### src/rtl/change_dispenser.sv
// Change dispenser: pays out a vend result as a soda pulse followed by
// dime/nickel solenoid pulses, confirming each coin on the drop sensor.
module change_dispenser #(
  parameter int PULSE_CYC   = 2,
  parameter int GAP_CYC     = 1,
  parameter int TIMEOUT_CYC = 8
) (
  input  logic       i_clk,
  input  logic       i_rst,
  input  logic       i_soda,
  input  logic [2:0] i_change,
  input  logic       i_dime_empty,
  input  logic       i_nickle_empty,
  input  logic       i_coin_drop,
  output logic       o_soda_rel,
  output logic       o_dime_rel,
  output logic       o_nickle_rel,
  output logic       o_busy,
  output logic [2:0] o_owed,
  output logic       o_fault,
  output logic       o_lost
);

  localparam int M1   = (PULSE_CYC > GAP_CYC) ? PULSE_CYC : GAP_CYC;
  localparam int MAXC = (M1 > TIMEOUT_CYC) ? M1 : TIMEOUT_CYC;
  localparam int CW   = $clog2(MAXC + 1);

  localparam logic [CW-1:0] PULSE_LAST = CW'(PULSE_CYC - 1);
  localparam logic [CW-1:0] GAP_LAST   = CW'(GAP_CYC - 1);
  localparam logic [CW-1:0] TO_LAST    = CW'(TIMEOUT_CYC - 1);

  typedef enum logic [2:0] {
    S_IDLE,
    S_VEND,
    S_SELECT,
    S_RELEASE,
    S_WAIT,
    S_GAP,
    S_FAULT
  } state_t;

  state_t        state, state_n;
  logic [CW-1:0] cnt, cnt_n;
  logic [2:0]    owed, owed_n;
  logic          dime, dime_n;
  logic          lost, lost_n;

  always_ff @(posedge i_clk or posedge i_rst) begin
    if (i_rst) begin
      state <= S_IDLE;
      cnt   <= '0;
      owed  <= '0;
      dime  <= 1'b0;
      lost  <= 1'b0;
    end else begin
      state <= state_n;
      cnt   <= cnt_n;
      owed  <= owed_n;
      dime  <= dime_n;
      lost  <= lost_n;
    end
  end

  always_comb begin
    state_n = state;
    cnt_n   = cnt;
    owed_n  = owed;
    dime_n  = dime;
    lost_n  = lost | (i_soda && (state != S_IDLE));
    unique case (state)
      S_IDLE: begin
        if (i_soda) begin
          owed_n  = i_change;
          cnt_n   = '0;
          state_n = S_VEND;
        end
      end
      S_VEND: begin
        if (cnt == PULSE_LAST) begin
          cnt_n   = '0;
          state_n = S_SELECT;
        end else begin
          cnt_n = cnt + 1'b1;
        end
      end
      S_SELECT: begin
        cnt_n = '0;
        // Dime only when at least two units remain, so owed never wraps
        if (owed == 3'd0) begin
          state_n = S_IDLE;
        end else if (owed >= 3'd2 && !i_dime_empty) begin
          dime_n  = 1'b1;
          state_n = S_RELEASE;
        end else if (!i_nickle_empty) begin
          dime_n  = 1'b0;
          state_n = S_RELEASE;
        end else begin
          state_n = S_FAULT;
        end
      end
      S_RELEASE: begin
        if (cnt == PULSE_LAST) begin
          cnt_n   = '0;
          state_n = S_WAIT;
        end else begin
          cnt_n = cnt + 1'b1;
        end
      end
      S_WAIT: begin
        // A drop on the expiry cycle still wins over the timeout
        if (i_coin_drop) begin
          owed_n  = owed - (dime ? 3'd2 : 3'd1);
          cnt_n   = '0;
          state_n = S_GAP;
        end else if (cnt == TO_LAST) begin
          state_n = S_FAULT;
        end else begin
          cnt_n = cnt + 1'b1;
        end
      end
      S_GAP: begin
        if (cnt == GAP_LAST) begin
          cnt_n   = '0;
          state_n = S_SELECT;
        end else begin
          cnt_n = cnt + 1'b1;
        end
      end
      S_FAULT: state_n = S_FAULT;
      default: state_n = S_IDLE;
    endcase
  end

  assign o_soda_rel   = (state == S_VEND);
  assign o_dime_rel   = (state == S_RELEASE) && dime;
  assign o_nickle_rel = (state == S_RELEASE) && !dime;
  assign o_busy       = (state != S_IDLE);
  assign o_fault      = (state == S_FAULT);
  assign o_owed       = owed;
  assign o_lost       = lost;

endmodule
### config.mk
export PLATFORM = sky130hd
export DESIGN_NAME = change_dispenser
export DESIGN_NICKNAME = d
export VERILOG_FILES = /design/src/rtl/change_dispenser.sv
export SDC_FILE = /design/constraint.sdc
export NUM_CORES = 1
export LEC_CHECK = 0
export CORE_MARGIN = 4
export CORE_UTILIZATION = 30
export DETAILED_ROUTE_END_ITERATION = 8
export PLACE_DENSITY = 0.58
export SYNTH_ARGS = -nofsm -noshare
export SYNTH_HDL_FRONTEND = slang
export SYNTH_SLANG_ARGS = --single-unit
### constraint.sdc
create_clock -name i_clk -period 1.65 [get_ports i_clk]
set_input_delay 0.33 -clock i_clk [delete_from_list [all_inputs] [get_ports i_clk]]
set_output_delay 0.33 -clock i_clk [all_outputs]
set_load 0.01 [all_outputs]
== After elaboration in Yosys (flattened, before gate mapping) ==
Index checks and enable logic that the tools add are counted.

* Flip-flop bits (word level): 12
* Input port bits: 9
* Output and inout port bits: 9
* Logic and storage cells: 65

* $add $sub $neg: 2
* $lt $le $gt $ge: 1
* Equality and inequality tests: 16
* Multiplexer cells: 22
* Bitwise gates (word level): 2
* Reduce and logical (&&, ||, !) cells: 17

{| class="wikitable"
|+ Operators by type and width
! cell !! number
|-
| two-way mux 3 bit || 11
|-
| one-hot mux 3 bit (7 select lines) || 1
|-
| two-way mux 4 bit || 5
|-
| one-hot mux 4 bit (5 select lines) || 1
|-
| == test 3 bit, second input constant || 3
|-
| AND reduction 3 bit || 3
|-
| != test 2 bit, second input constant || 4
|-
| == test 3 x 2 -> 1 bit, second input constant || 2
|-
| logical NOT 3 bit || 2
|-
| != test 3 bit, second input constant || 2
|-
| one-hot mux 3 bit (2 select lines) || 1
|-
| AND reduction 5 bit || 1
|-
| nonzero test 5 bit || 1
|-
| adder 4 x 1 -> 4 bit, second input constant || 1
|-
| == test 4 x 1 -> 1 bit, second input constant || 1
|-
| == test 4 x 3 -> 1 bit, second input constant || 1
|-
| logical AND 1 bit || 4
|-
| logical NOT 4 bit || 1
|-
| != test 2 x 1 -> 1 bit, second input constant || 2
|-
| == test 3 x 1 -> 1 bit, second input constant || 1
|-
| greater-or-equal comparator 3 x 2 -> 1 bit, second input constant || 1
|-
| nonzero test 3 bit || 1
|-
| subtractor 3 x 2 -> 3 bit || 1
|-
| logical NOT 1 bit || 2
|-
| other kinds (6) || 7
|}

== Depth between registers and ports, before layout ==
* Depth in word-level cells: 5
* Mapped depth: 6
* Gate-level depth less buffers: 6

== Least setup slack after synthesis ==
Ideal clock, no wire load.

* Kind: register to register
* Start: register cnt[1]
* End: register cnt[0]
* Library setup time: 0.125 ns
* Arrival: 1.689 ns
* Required time: 1.525 ns
* Slack: -0.164 ns
* Stages on the path, launching flop included: 7
* Buffers on the path: 0
* Period minus slack after synthesis: 1.814 ns
* Path through: dfrtp_1 inv_1 ha_1 or3b_4 a22o_1 mux2_2 mux2_2

* Word-level cells in the longest chain between the ends: 3
* Elaborated cells between the ends (all ways): 8
* Classes of those cells: 3 x eq/ne; 3 x mux; 2 x reduce/logical

{| class="wikitable"
|+ RTL lines
! item !! line !! text
|-
| start, declared || 43 || <nowiki>logic [CW-1:0] cnt, cnt_n;</nowiki>
|-
| start signal, assigned || 57 || <nowiki>cnt <= cnt_n;</nowiki>
|-
| == test 4 x 1 -> 1 bit (tied with other cells) || 79, 102 ||
|-
| two-way mux 4 bit (tied with other cells) || 79, 102 ||
|-
| one-hot mux 4 bit (5 select lines) or AND reduction 3 bit (tied branches) || n/a ||
|}

Parallel ways exist; a longest one is shown, timed or not.
A chain may end at the register's enable or synchronous reset.

== Worst setup path in the final report ==
* Start: register cnt[0]
* End: register cnt[0]

* Word-level cells in the longest chain between the ends: 4
* Elaborated cells between the ends (all ways): 11
* Classes of those cells: 1 x add/sub; 3 x eq/ne; 5 x mux; 2 x reduce/logical

{| class="wikitable"
|+ RTL lines
! item !! line !! text
|-
| adder 4 x 1 -> 4 bit || n/a ||
|-
| two-way mux 4 bit || 115 || <nowiki>end else if (cnt == TO_LAST) begin</nowiki>
|-
| two-way mux 4 bit || 111 || <nowiki>if (i_coin_drop) begin</nowiki>
|-
| one-hot mux 4 bit (5 select lines) || 70 || <nowiki>unique case (state)</nowiki>
|}

Parallel ways exist; a longest one is shown, timed or not. The select of a mux whose other input is x is not followed.

==> results.md <==
* Via density at 5.24
* Worst Path Class, Setup: reg -> reg
* Violated checks: setup timing
* Vias at 927
* R2r worst-path depth at 6
* Synth Area in Simple Gates at 25.8%
* Synth Area in Compound Gates at 23.2%
* Row cnt at 19
* Commonest non-fill, non-tap cell in the layout: buf_4
* TritonCTS Sinks at 12
* Vias in the first global route at 927
* CP arrival at 2.09 ns
* DR iter-0 viols at 33
* Max cap viols at 0
* Cell Area, Synth at 897 um^2
* DRC at 0
* DIE WIDTH at 62.7 um
* Fin Clk Skew at 0.00506 ns
* Worst reg2reg endpoint: cnt[0]$_DFFE_PP0P_
* Initial Util at 32.0%
* Syn_nets at 108
* Commonest non-fill, non-tap cells in the layout: 28 x buf_4, 11 x clkdlybuf4s50_1, 10 x dfrtp_1, 10 x buf_6, 5 x inv_1
* Design Power at 2990 uW
* TritonCTS clock tree: done
* R2r startpoint: cnt[0]$_DFFE_PP0P_
* Layout cells sized above 1 at 55.5%
* Ports at 18
* Largest net degree at the start of global routing at 13
* Die height at 62.7 um
* Placed Cells at 160
* Post-DRT Antenna Nets at 0
* Post-route cell area at 0.00153 mm^2
* Crit end category: register
* Wire per inst at 14.6 um
* Synth Register Bits at 12
* Synth Area in XOR/XNOR at 0%
* Synth Area in Adders at 7.81%
* Ys flop type: dfrtp_1
* Dpl cell area at 0.00124 mm^2
* Transition time of the tightest slew-check pin at 0.501 ns
* Leak at 0.000711 uW
* Final period utilization at 117%
* Asr flop ratio synth at 100%
* Die ar. at 0.00393 mm^2
* Type of the most critical hold path: in -> async
* Unrepaired setup endpoints after global routing: yes
* Non-Filler Instances at 177
* Synth cell types at 46
* Fmax at 519 MHz
* Final hold viol count at 0
* Layout area overhead at 70.4%
* Gpl congestion at 0.781
* Total wire length at 2.58 mm
* Port bufs at 17
* Peak fanout along the critical path at 3
* Startpoint types: register
* Largest family of logic cells by synthesized area: simple AND/OR/NAND/NOR gates
* Worst skew pair latency at 0.28 ns
* Synth warn at 0
* Nets@finish at 162
* First-pass GRT wire length at 4.13 mm
* Worst vdd rail ir drop at 0.990 mV
* Root buf cell: clkbuf_4
* Final core utilization at 54.5%
* GRT Total Usage at 12.9%
* Syn avg cell area at 9.54 um^2
* Core area at 0.00281 mm^2
* Post-Synthesis Cells at 94
* Setup TNS at -1.56 ns
* Clock Pin Slew Worst Setup and Hold Paths at 0.08 ns
* Status: complete, but fails checks
* CTS Buffer Depth at 2
* Htree depth at 1
* Power Dens Cells at 1960 mW/mm^2
* Post-synthesis mux area share at 3.77%
* Register area share after synthesis at 33.5%
* Number of synthesized flops with an enable pin at 0
* R2r setup slk at -0.28 ns
* CP required at 1.81 ns
* Crit path time final at 1.93 ns
* Setup violators final at 12
* Worst relative slew slack at 66.6%
* Initial antenna violation count at 0
* DRT Pass-1 Iters at 4
* CTS buffer count at 3
* Final Max Slew Viols at 0
* Total grt overflow at 0
* Diode count at 0
* Post-DP HPWL at 1.79 mm
* Final worst slack at -0.278 ns
-- metal layers --
layer	track usage (%)	vias up	share of wire, %
met5	0	-	0
met4	1.65	0	0.62
met3	4.32	2	3.8
met2	25.6	21	55
met1	13.1	452	40
li1	-	452	-
-- synthesized netlist by cell type (all sizes together) (2+ instances only) --
master | count | area (um^2)
clkbuf | 2 | 8.75
a22o | 3 | 28.8
o21ai | 7 | 35.0
nor2 | 5 | 18.8
nor3b | 3 | 27.5
nand2b | 2 | 12.5
a21o | 3 | 25.0
a21oi | 2 | 10.0
or3b | 4 | 37.5
nor2b | 3 | 18.8
nand2 | 5 | 18.8
ha | 4 | 50.1
dfrtp | 12 | 300
buf | 2 | 18.8
or3 | 2 | 12.5
nand3 | 3 | 15.0
and3b | 2 | 17.5
inv | 7 | 26.3
a22oi | 2 | 15.0
mux2 | 3 | 33.8
-- per-stage QoR --
step           setup slack (ns)  hold slack (ns)
4_1_cts                  -0.220            0.396
3_3_place_gp             -0.345            0.444
2_1_floorplan            -0.164            0.195
3_5_place_dp             -0.309            0.452
6_report                 -0.278            0.372
5_1_grt                  -0.320            0.426
-- power breakdown --
part | leakage [uW] | switching [uW] | total, uW | internal, uW
registers | 0.000143 | 99.7 | 518 | 418
clock network | 0.0000138 | 105 | 189 | 84.7
logic | 0.000553 | 988 | 2290 | 1300
-- critical path: stages, from the launching register on --
cell and delay, ns:
dfrtp_2 0.44, inv_2 0.08, ha_4 0.11, or3b_4 0.39, a22o_1 0.24, mux2_4 0.29
mux2_2 0.26
-- state kept, by name, summed over array words and instances (netlist names) --
| name | flops |
|---|---|
| cnt | 4 |
| dime | 1 |
| o_lost | 1 |
| o_owed | 3 |
| state | 3 |
-- cell families after synthesis --
group | count (synthesis)
simple gates | 35
compound gates | 28
flops | 12
buf+inv | 11
fa+ha+maj | 5
mux | 3
-- worst max-delay path by stage --
| stage | start | to | slack, ns |
|---|---|---|---|
| finish | cnt[0]$_DFFE_PP0P_ | cnt[0]$_DFFE_PP0P_ | -0.28 |
| global route | cnt[0]$_DFFE_PP0P_ | cnt[0]$_DFFE_PP0P_ | -0.32 |
| CTS | cnt[1]$_DFFE_PP0P_ | cnt[0]$_DFFE_PP0P_ | -0.22 |
| detailed placement | i_soda | state[2]$_DFFE_PP0P_ | -0.31 |
| floorplan | cnt[1]$_DFFE_PP0P_ | cnt[0]$_DFFE_PP0P_ | -0.16 |
| global placement | i_soda | state[2]$_DFFE_PP0P_ | -0.35 |
-- cell type report --
type	instances	area, um^2
flip-flops and latches	12	303
repair buffers	53	460
multi-input cells	71	678
clock buffers	3	22.5
inverters	7	26.3
well taps	31	38.8
fillers	270	1280
-- what timing repair did --
| item | in CTS | in global routing |
|---|---|---|
| pin swaps | 4 | 8 |
| setup endpoints to repair | 14 | 16 |
| hold buffers | 0 | 0 |
| buffers inserted | 9 | 6 |
| cloned | 0 | 0 |
| gates resized for setup | 34 | 33 |
(Power assumes the default switching activity.)
